## config.mk

```make
export PLATFORM = sky130hd
export DESIGN_NAME = uart_rx_frontend
export DESIGN_NICKNAME = d
export VERILOG_FILES = /design/src/rtl/uart_rx_frontend.sv
export SDC_FILE = /design/constraint.sdc
export NUM_CORES = 1
export LEC_CHECK = 0
export CAP_MARGIN = 20
export CORE_MARGIN = 2
export CORE_UTILIZATION = 50
export CTS_BUF_LIST = sky130_fd_sc_hd__clkbuf_8
export CTS_CLUSTER_DIAMETER = 60
export DETAILED_ROUTE_END_ITERATION = 12
export HOLD_SLACK_MARGIN = 0.02
export PLACE_DENSITY = 0.85
export SETUP_SLACK_MARGIN = 0.05
export SYNTH_ARGS = -nofsm -noshare
export SYNTH_HDL_FRONTEND = slang
export SYNTH_SLANG_ARGS = --single-unit
```

## constraint.sdc

```tcl
create_clock -name clk -period 1.7 [get_ports clk]
set_input_delay 0.34 -clock clk [delete_from_list [all_inputs] [get_ports clk]]
set_output_delay 0.34 -clock clk [all_outputs]
set_load 0.005 [all_outputs]
```

## src/rtl/uart_rx_frontend.sv

```systemverilog
// uart_rx_frontend
// Oversampling UART receiver: 2-flop synchronizer, start-bit qualification at
// mid-bit, LSB-first deserialization, stop-bit check with break recovery.
// Delivers bytes as data + level-held rx_interrupt, acknowledged by a
// one-cycle clear_interrupt. Framing/overrun/parity errors are sticky flags.
//
// Optional feature macro: UART_RX_PARITY_EN
//   defined   -> start + DATA_WIDTH + even parity + stop, parity_error live
//   undefined -> plain 8N1, PARITY state absent, parity_error tied to 0
module uart_rx_frontend #(
    parameter int CLKS_PER_BIT = 434,
    parameter int DATA_WIDTH   = 8
) (
    input  logic                  clk,
    input  logic                  rst,
    input  logic                  rx,
    input  logic                  clear_interrupt,
    output logic [DATA_WIDTH-1:0] data,
    output logic                  rx_interrupt,
    output logic                  frame_error,
    output logic                  overrun,
    output logic                  parity_error
);

    localparam int CNT_W = (CLKS_PER_BIT > 1) ? $clog2(CLKS_PER_BIT) : 1;
    localparam int BIT_W = $clog2(DATA_WIDTH + 1);

    // Counter compare points: last cycle of half a bit and of a full bit
    localparam logic [CNT_W-1:0] HALF_LAST = CNT_W'(CLKS_PER_BIT / 2 - 1);
    localparam logic [CNT_W-1:0] FULL_LAST = CNT_W'(CLKS_PER_BIT - 1);
    localparam logic [BIT_W-1:0] BIT_LAST  = BIT_W'(DATA_WIDTH - 1);

    typedef enum logic [2:0] {
        ST_IDLE   = 3'd0,
        ST_START  = 3'd1,
        ST_DATA   = 3'd2,
        ST_STOP   = 3'd3,
        ST_BREAK  = 3'd4
`ifdef UART_RX_PARITY_EN
        , ST_PARITY = 3'd5
`endif
    } state_t;

    // Even parity of a payload word: the parity bit that makes the total even
    function automatic logic even_parity(input logic [DATA_WIDTH-1:0] value);
        return ^value;
    endfunction

    logic [1:0]            rx_sync_r;
    logic                  rx_s;
    state_t                state_r;
    state_t                next_state_s;
    logic [CNT_W-1:0]      clk_cnt_r;
    logic [BIT_W-1:0]      bit_cnt_r;
    logic [DATA_WIDTH-1:0] shift_r;
    logic [DATA_WIDTH-1:0] data_r;
    logic                  rx_interrupt_r;
    logic                  frame_error_r;
    logic                  overrun_r;

    // Strobes decoded by the FSM for the datapath registers
    logic                  cnt_clr_s;
    logic                  bit_clr_s;
    logic                  sample_bit_s;
    logic                  stop_good_s;
    logic                  stop_bad_s;
`ifdef UART_RX_PARITY_EN
    logic                  par_sample_s;
    logic                  par_mismatch_s;
    logic                  par_bad_r;
    logic                  parity_error_r;
`endif

    // Two-flop synchronizer for the asynchronous serial line (idle high)
    always_ff @(posedge clk or negedge rst) begin
        if (!rst) begin
            rx_sync_r <= 2'b11;
        end else begin
            rx_sync_r <= {rx_sync_r[0], rx};
        end
    end

    assign rx_s = rx_sync_r[1];

    // FSM state register
    always_ff @(posedge clk or negedge rst) begin
        if (!rst) begin
            state_r <= ST_IDLE;
        end else begin
            state_r <= next_state_s;
        end
    end

    // FSM next-state and datapath strobes
    always_comb begin
        next_state_s = state_r;
        cnt_clr_s    = 1'b0;
        bit_clr_s    = 1'b0;
        sample_bit_s = 1'b0;
        stop_good_s  = 1'b0;
        stop_bad_s   = 1'b0;
`ifdef UART_RX_PARITY_EN
        par_sample_s = 1'b0;
`endif
        case (state_r)
            ST_IDLE: begin
                cnt_clr_s = 1'b1;
                if (!rx_s) begin
                    bit_clr_s    = 1'b1;
                    next_state_s = ST_START;
                end else begin
                    next_state_s = ST_IDLE;
                end
            end
            ST_START: begin
                // Re-check the line at mid start bit to reject glitches
                if (clk_cnt_r == HALF_LAST) begin
                    cnt_clr_s = 1'b1;
                    if (rx_s) begin
                        next_state_s = ST_IDLE;
                    end else begin
                        next_state_s = ST_DATA;
                    end
                end else begin
                    next_state_s = ST_START;
                end
            end
            ST_DATA: begin
                if (clk_cnt_r == FULL_LAST) begin
                    cnt_clr_s    = 1'b1;
                    sample_bit_s = 1'b1;
                    if (bit_cnt_r == BIT_LAST) begin
`ifdef UART_RX_PARITY_EN
                        next_state_s = ST_PARITY;
`else
                        next_state_s = ST_STOP;
`endif
                    end else begin
                        next_state_s = ST_DATA;
                    end
                end else begin
                    next_state_s = ST_DATA;
                end
            end
`ifdef UART_RX_PARITY_EN
            ST_PARITY: begin
                if (clk_cnt_r == FULL_LAST) begin
                    cnt_clr_s    = 1'b1;
                    par_sample_s = 1'b1;
                    next_state_s = ST_STOP;
                end else begin
                    next_state_s = ST_PARITY;
                end
            end
`endif
            ST_STOP: begin
                // Sampling at mid stop bit leaves half a bit for the next start
                if (clk_cnt_r == FULL_LAST) begin
                    cnt_clr_s = 1'b1;
                    if (rx_s) begin
                        stop_good_s  = 1'b1;
                        next_state_s = ST_IDLE;
                    end else begin
                        stop_bad_s   = 1'b1;
                        next_state_s = ST_BREAK;
                    end
                end else begin
                    next_state_s = ST_STOP;
                end
            end
            ST_BREAK: begin
                // A line held low must return high before a new frame can start
                cnt_clr_s = 1'b1;
                if (rx_s) begin
                    next_state_s = ST_IDLE;
                end else begin
                    next_state_s = ST_BREAK;
                end
            end
            default: begin
                cnt_clr_s    = 1'b1;
                next_state_s = ST_IDLE;
            end
        endcase
    end

    // Bit-period cycle counter
    always_ff @(posedge clk or negedge rst) begin
        if (!rst) begin
            clk_cnt_r <= {CNT_W{1'b0}};
        end else if (cnt_clr_s) begin
            clk_cnt_r <= {CNT_W{1'b0}};
        end else begin
            clk_cnt_r <= clk_cnt_r + {{(CNT_W-1){1'b0}}, 1'b1};
        end
    end

    // Payload bit counter, cleared at every detected start edge
    always_ff @(posedge clk or negedge rst) begin
        if (!rst) begin
            bit_cnt_r <= {BIT_W{1'b0}};
        end else if (bit_clr_s) begin
            bit_cnt_r <= {BIT_W{1'b0}};
        end else if (sample_bit_s) begin
            bit_cnt_r <= bit_cnt_r + {{(BIT_W-1){1'b0}}, 1'b1};
        end
    end

    // LSB-first shift register: new bits enter at the MSB and move down
    always_ff @(posedge clk or negedge rst) begin
        if (!rst) begin
            shift_r <= {DATA_WIDTH{1'b0}};
        end else if (sample_bit_s) begin
            shift_r <= {rx_s, shift_r[DATA_WIDTH-1:1]};
        end
    end

    // Delivered byte and byte/error flags; a completing frame beats an acknowledge
    always_ff @(posedge clk or negedge rst) begin
        if (!rst) begin
            data_r         <= {DATA_WIDTH{1'b0}};
            rx_interrupt_r <= 1'b0;
            frame_error_r  <= 1'b0;
            overrun_r      <= 1'b0;
        end else begin
            if (stop_good_s) begin
                data_r <= shift_r;
            end

            if (stop_good_s) begin
                rx_interrupt_r <= 1'b1;
            end else if (clear_interrupt) begin
                rx_interrupt_r <= 1'b0;
            end

            // Overrun only when the previous byte was never acknowledged
            if (stop_good_s && rx_interrupt_r && !clear_interrupt) begin
                overrun_r <= 1'b1;
            end else if (clear_interrupt) begin
                overrun_r <= 1'b0;
            end

            if (stop_bad_s) begin
                frame_error_r <= 1'b1;
            end else if (clear_interrupt) begin
                frame_error_r <= 1'b0;
            end
        end
    end

`ifdef UART_RX_PARITY_EN
    assign par_mismatch_s = (rx_s != even_parity(shift_r));

    // Remember this frame's parity result so it survives an acknowledge mid-frame
    always_ff @(posedge clk or negedge rst) begin
        if (!rst) begin
            par_bad_r <= 1'b0;
        end else if (bit_clr_s) begin
            par_bad_r <= 1'b0;
        end else if (par_sample_s) begin
            par_bad_r <= par_mismatch_s;
        end
    end

    // Sticky parity flag: raised at the parity sample and reasserted on delivery
    always_ff @(posedge clk or negedge rst) begin
        if (!rst) begin
            parity_error_r <= 1'b0;
        end else if ((par_sample_s && par_mismatch_s) || (stop_good_s && par_bad_r)) begin
            parity_error_r <= 1'b1;
        end else if (clear_interrupt) begin
            parity_error_r <= 1'b0;
        end
    end

    assign parity_error = parity_error_r;
`else
    assign parity_error = 1'b0;
`endif

    assign data         = data_r;
    assign rx_interrupt = rx_interrupt_r;
    assign frame_error  = frame_error_r;
    assign overrun      = overrun_r;

endmodule
```

==> flow_summary.toml <==
[synthesis]
synthAdderAreaFrac = 0.02913
ys_async_sr_fraction = 1.000
synthesis.area_um2 = 1718
yosys.area_share.simple = 0.1770
netlist_instances = 138
synth_top_family_by_area = "simple AND/OR/NAND/NOR gates"
synth_xor_area_frac = 0.01529
synth.area.mux_share = 0.1282
yosys_most_used_dff = "dfrtp_1"
synth_edf_count = 0
ys_seq_elements = 37
yosysUniqueCellTypes = 38
yosysSeqAreaShare = 0.5404
syn_area_per_cell_um2 = 12.45
synth_warnings = 0
synth-compound-area-share = 0.07793
syn_nets = 146

[global_route]
first_global_vias = 1260
track_usage = 0.2080
grt_max_degree = 38
antenna_found_initial = 0
grt_pass1_wl_um = 6223
grt_overflow = 0

[floorplanning]
core_area_um2 = 3311
ioPinCount = 16
fp.dieArea_um2 = 3921
die_w_um = 62.62
core.rowCount = 21
die_h_um = 62.62
start_util = 0.5189

[outcome]
status = "complete, but fails checks"
violations = "setup timing"

[timing]
fmax_mhz = 578.0
finClkSkew_ns = 0.01154
fin_crit_ns = 1.730
finalCritPeriodShare = 1.018
worst_slack_ns = -0.03025
final-setup-viol-count = 1
rsz0062_at_grt = "true"
setup_tns_ns = -0.03025
hold_violations = 0
final_max_slew_viol_count = 0

[clock_tree]
clock_path_buffers = 2
cts_root_buffer = "clkbuf_8"
cts_tree = "yes"
clk_latency_ns = 0.30
cts.htree.levels = 2
cts.sinks = 37
cts_buffers = 5
cts_hold_buf = 0
clk_pin_slew_ns = 0.07

[final_layout]
num-fill-cells = 232
seqCellArea_um2 = 930.9
diodes = 0
drive_above_1_share = 0.3488
nets = 179
multi_input_area_um2 = 820.8
final_cell_mix = "33 x dfrtp_1, 14 x clkdlybuf4s50_1, 12 x mux2_2"
syn_to_final_growth_pct = 30.37
final_common_cell = "dfrtp_1"

[route]
viasPerCell = 5.734
routedWlPerCell_um = 17.50
detail-route-antenna-nets = 0
drt_iter0_markers = 98
drc = 0
vias = 1250
drt_pre_antenna_iters = 4
routed_wl_um = 3815

[worst_setup_path]
crit_path_end_kind = "register"
cp-start-kind = "register"
regToRegStartpoint = "clk_cnt_r[0]"
reg2reg_depth = 5
path_class = "register to register"
cp.arrival_ns = 1.96
critPathMaxFanout = 3
startpoint = "clk_cnt_r[0]"
cp_data_required_time_ns = 1.93

[worst_hold_path]
min_path_type = "register to register"
hold_start = "rx_sync_r[0]"
whs_path_depth = 0

[pwr]
power_frac_comb = 0.021
p_sw_w = 0.0003527
power.density_nw_per_um2 = 704.1
p_seq_frac = 0.562
pwr-share-clk = 0.417
power.share.switching = 0.2236
p_leak_nw = 1.007
intPower_w = 0.001224
ir_drop_uv = 524.4

[placed_design]
place_ws_ns = -0.02114
gp_congestion = 0.7541
io_buffers = 14
post-dp-hpwl_um = 2346

[flow_run]
maxCapViolations = 0
-- critical path, stage by stage, from the launching register on --
cell and delay (ns):
dfrtp_1 0.40, inv_1 0.07, ha_1 0.14, or4b_4 0.47
or4_1 0.43, a21oi_2 0.16
-- registers in the layout, summed over array words and instances, names as in the netlist --
signal,count
shift_r,8
rx_interrupt,1
state_r,3
rx_sync_r,2
bit_cnt_r,4
clk_cnt_r,9
data,8
frame_error,1
overrun,1
-- power groups by stage --
stage	Sequential (W)	Combinational [W]	Clock, W
after detailed placement	0.000903	0.0000330	0
after CTS	0.000886	0.0000331	0.000667
after global routing	0.000886	0.0000373	0.000712
after floorplan	0.000902	0.00000378	0
after global placement	0.000903	0.0000318	0
final	0.000886	0.0000325	0.000658
-- what timing repair did --
| action | 4_1_cts | 5_1_grt |
|---|---|---|
| pin swaps | 2 | 4 |
| cloned | 0 | 1 |
| setup buffers | 2 | 1 |
| setup endpoints to repair | 33 | 34 |
| resized for setup | 7 | 20 |
-- routing by layer --
layer / GRT usage / vias up / wire [um]
li1: - / 567 / -
met1: 0.2488 / 636 / 1589
met2: 0.3454 / 34 / 1979
met3: 0.06667 / 13 / 127
met4: 0.08889 / 0 / 118
met5: 0 / - / 0
-- synthesized netlist by cell type, drive strengths merged, types with 3 or more instances --
master,n,area [um^2]
nor4,4,40.04
o21ai,6,30.02
nand2b,7,43.79
ha,4,50.05
inv,5,18.77
or3,4,25.02
buf,4,28.78
or4,5,37.54
dfrtp,35,875.8
nand4b,3,26.28
nand3,3,15.01
nand2,7,26.28
mux2i,4,40.04
mux2,16,180.2
a21oi,5,25.02
a22oi,4,30.03
-- per-stage QoR --
stage                     cells  instance area (um^2)  hold WS [ns]  total power, W    util
after floorplan             138                  1732       0.04441       0.0009061       -
after CTS                   216                  2153        0.3585        0.001585  0.6504
after global routing        218                  2240        0.3659        0.001635  0.6765
final                       218                  2240        0.3581        0.001577  0.6765
after global placement      206                  2013        0.3477       0.0009344  0.6081
after detailed placement    206                  2013        0.3490       0.0009358  0.6081
-- layout make-up --
cell class,instances,area share
Clock inverter,2,0.006145
Inverter,5,0.008380
Timing Repair Buffer,31,0.1408
Sequential cell,37,0.4156
Tap cell,46,0.02570
Multi-Input combinational cell,91,0.3665
Clock buffer,6,0.03687
-- worst paths after layout --
path | slack (ns) | to
hold / removal | 0.36 | rx_sync_r[1]
max in group asynchronous | 1.05 | rx_sync_r[1]
min in group asynchronous | 0.40 | shift_r[7]
hold reg to reg | 0.36 | rx_sync_r[1]
setup reg to reg | -0.03 | state_r[1]
setup / recovery | -0.03 | state_r[1]
-- cells by family (layout without fill, tap and decap cells) --
logic type,Yosys count,in the layout
and+or+nand+nor,42,42
DFF,37,37
AOI/OAI and AO/OA,21,21
muxes,20,20
buffers and inverters,10,44
adders and majority gates,4,4
xor gates and xnor gates,3,3
other,1,1
(Power assumes the default switching activity.)
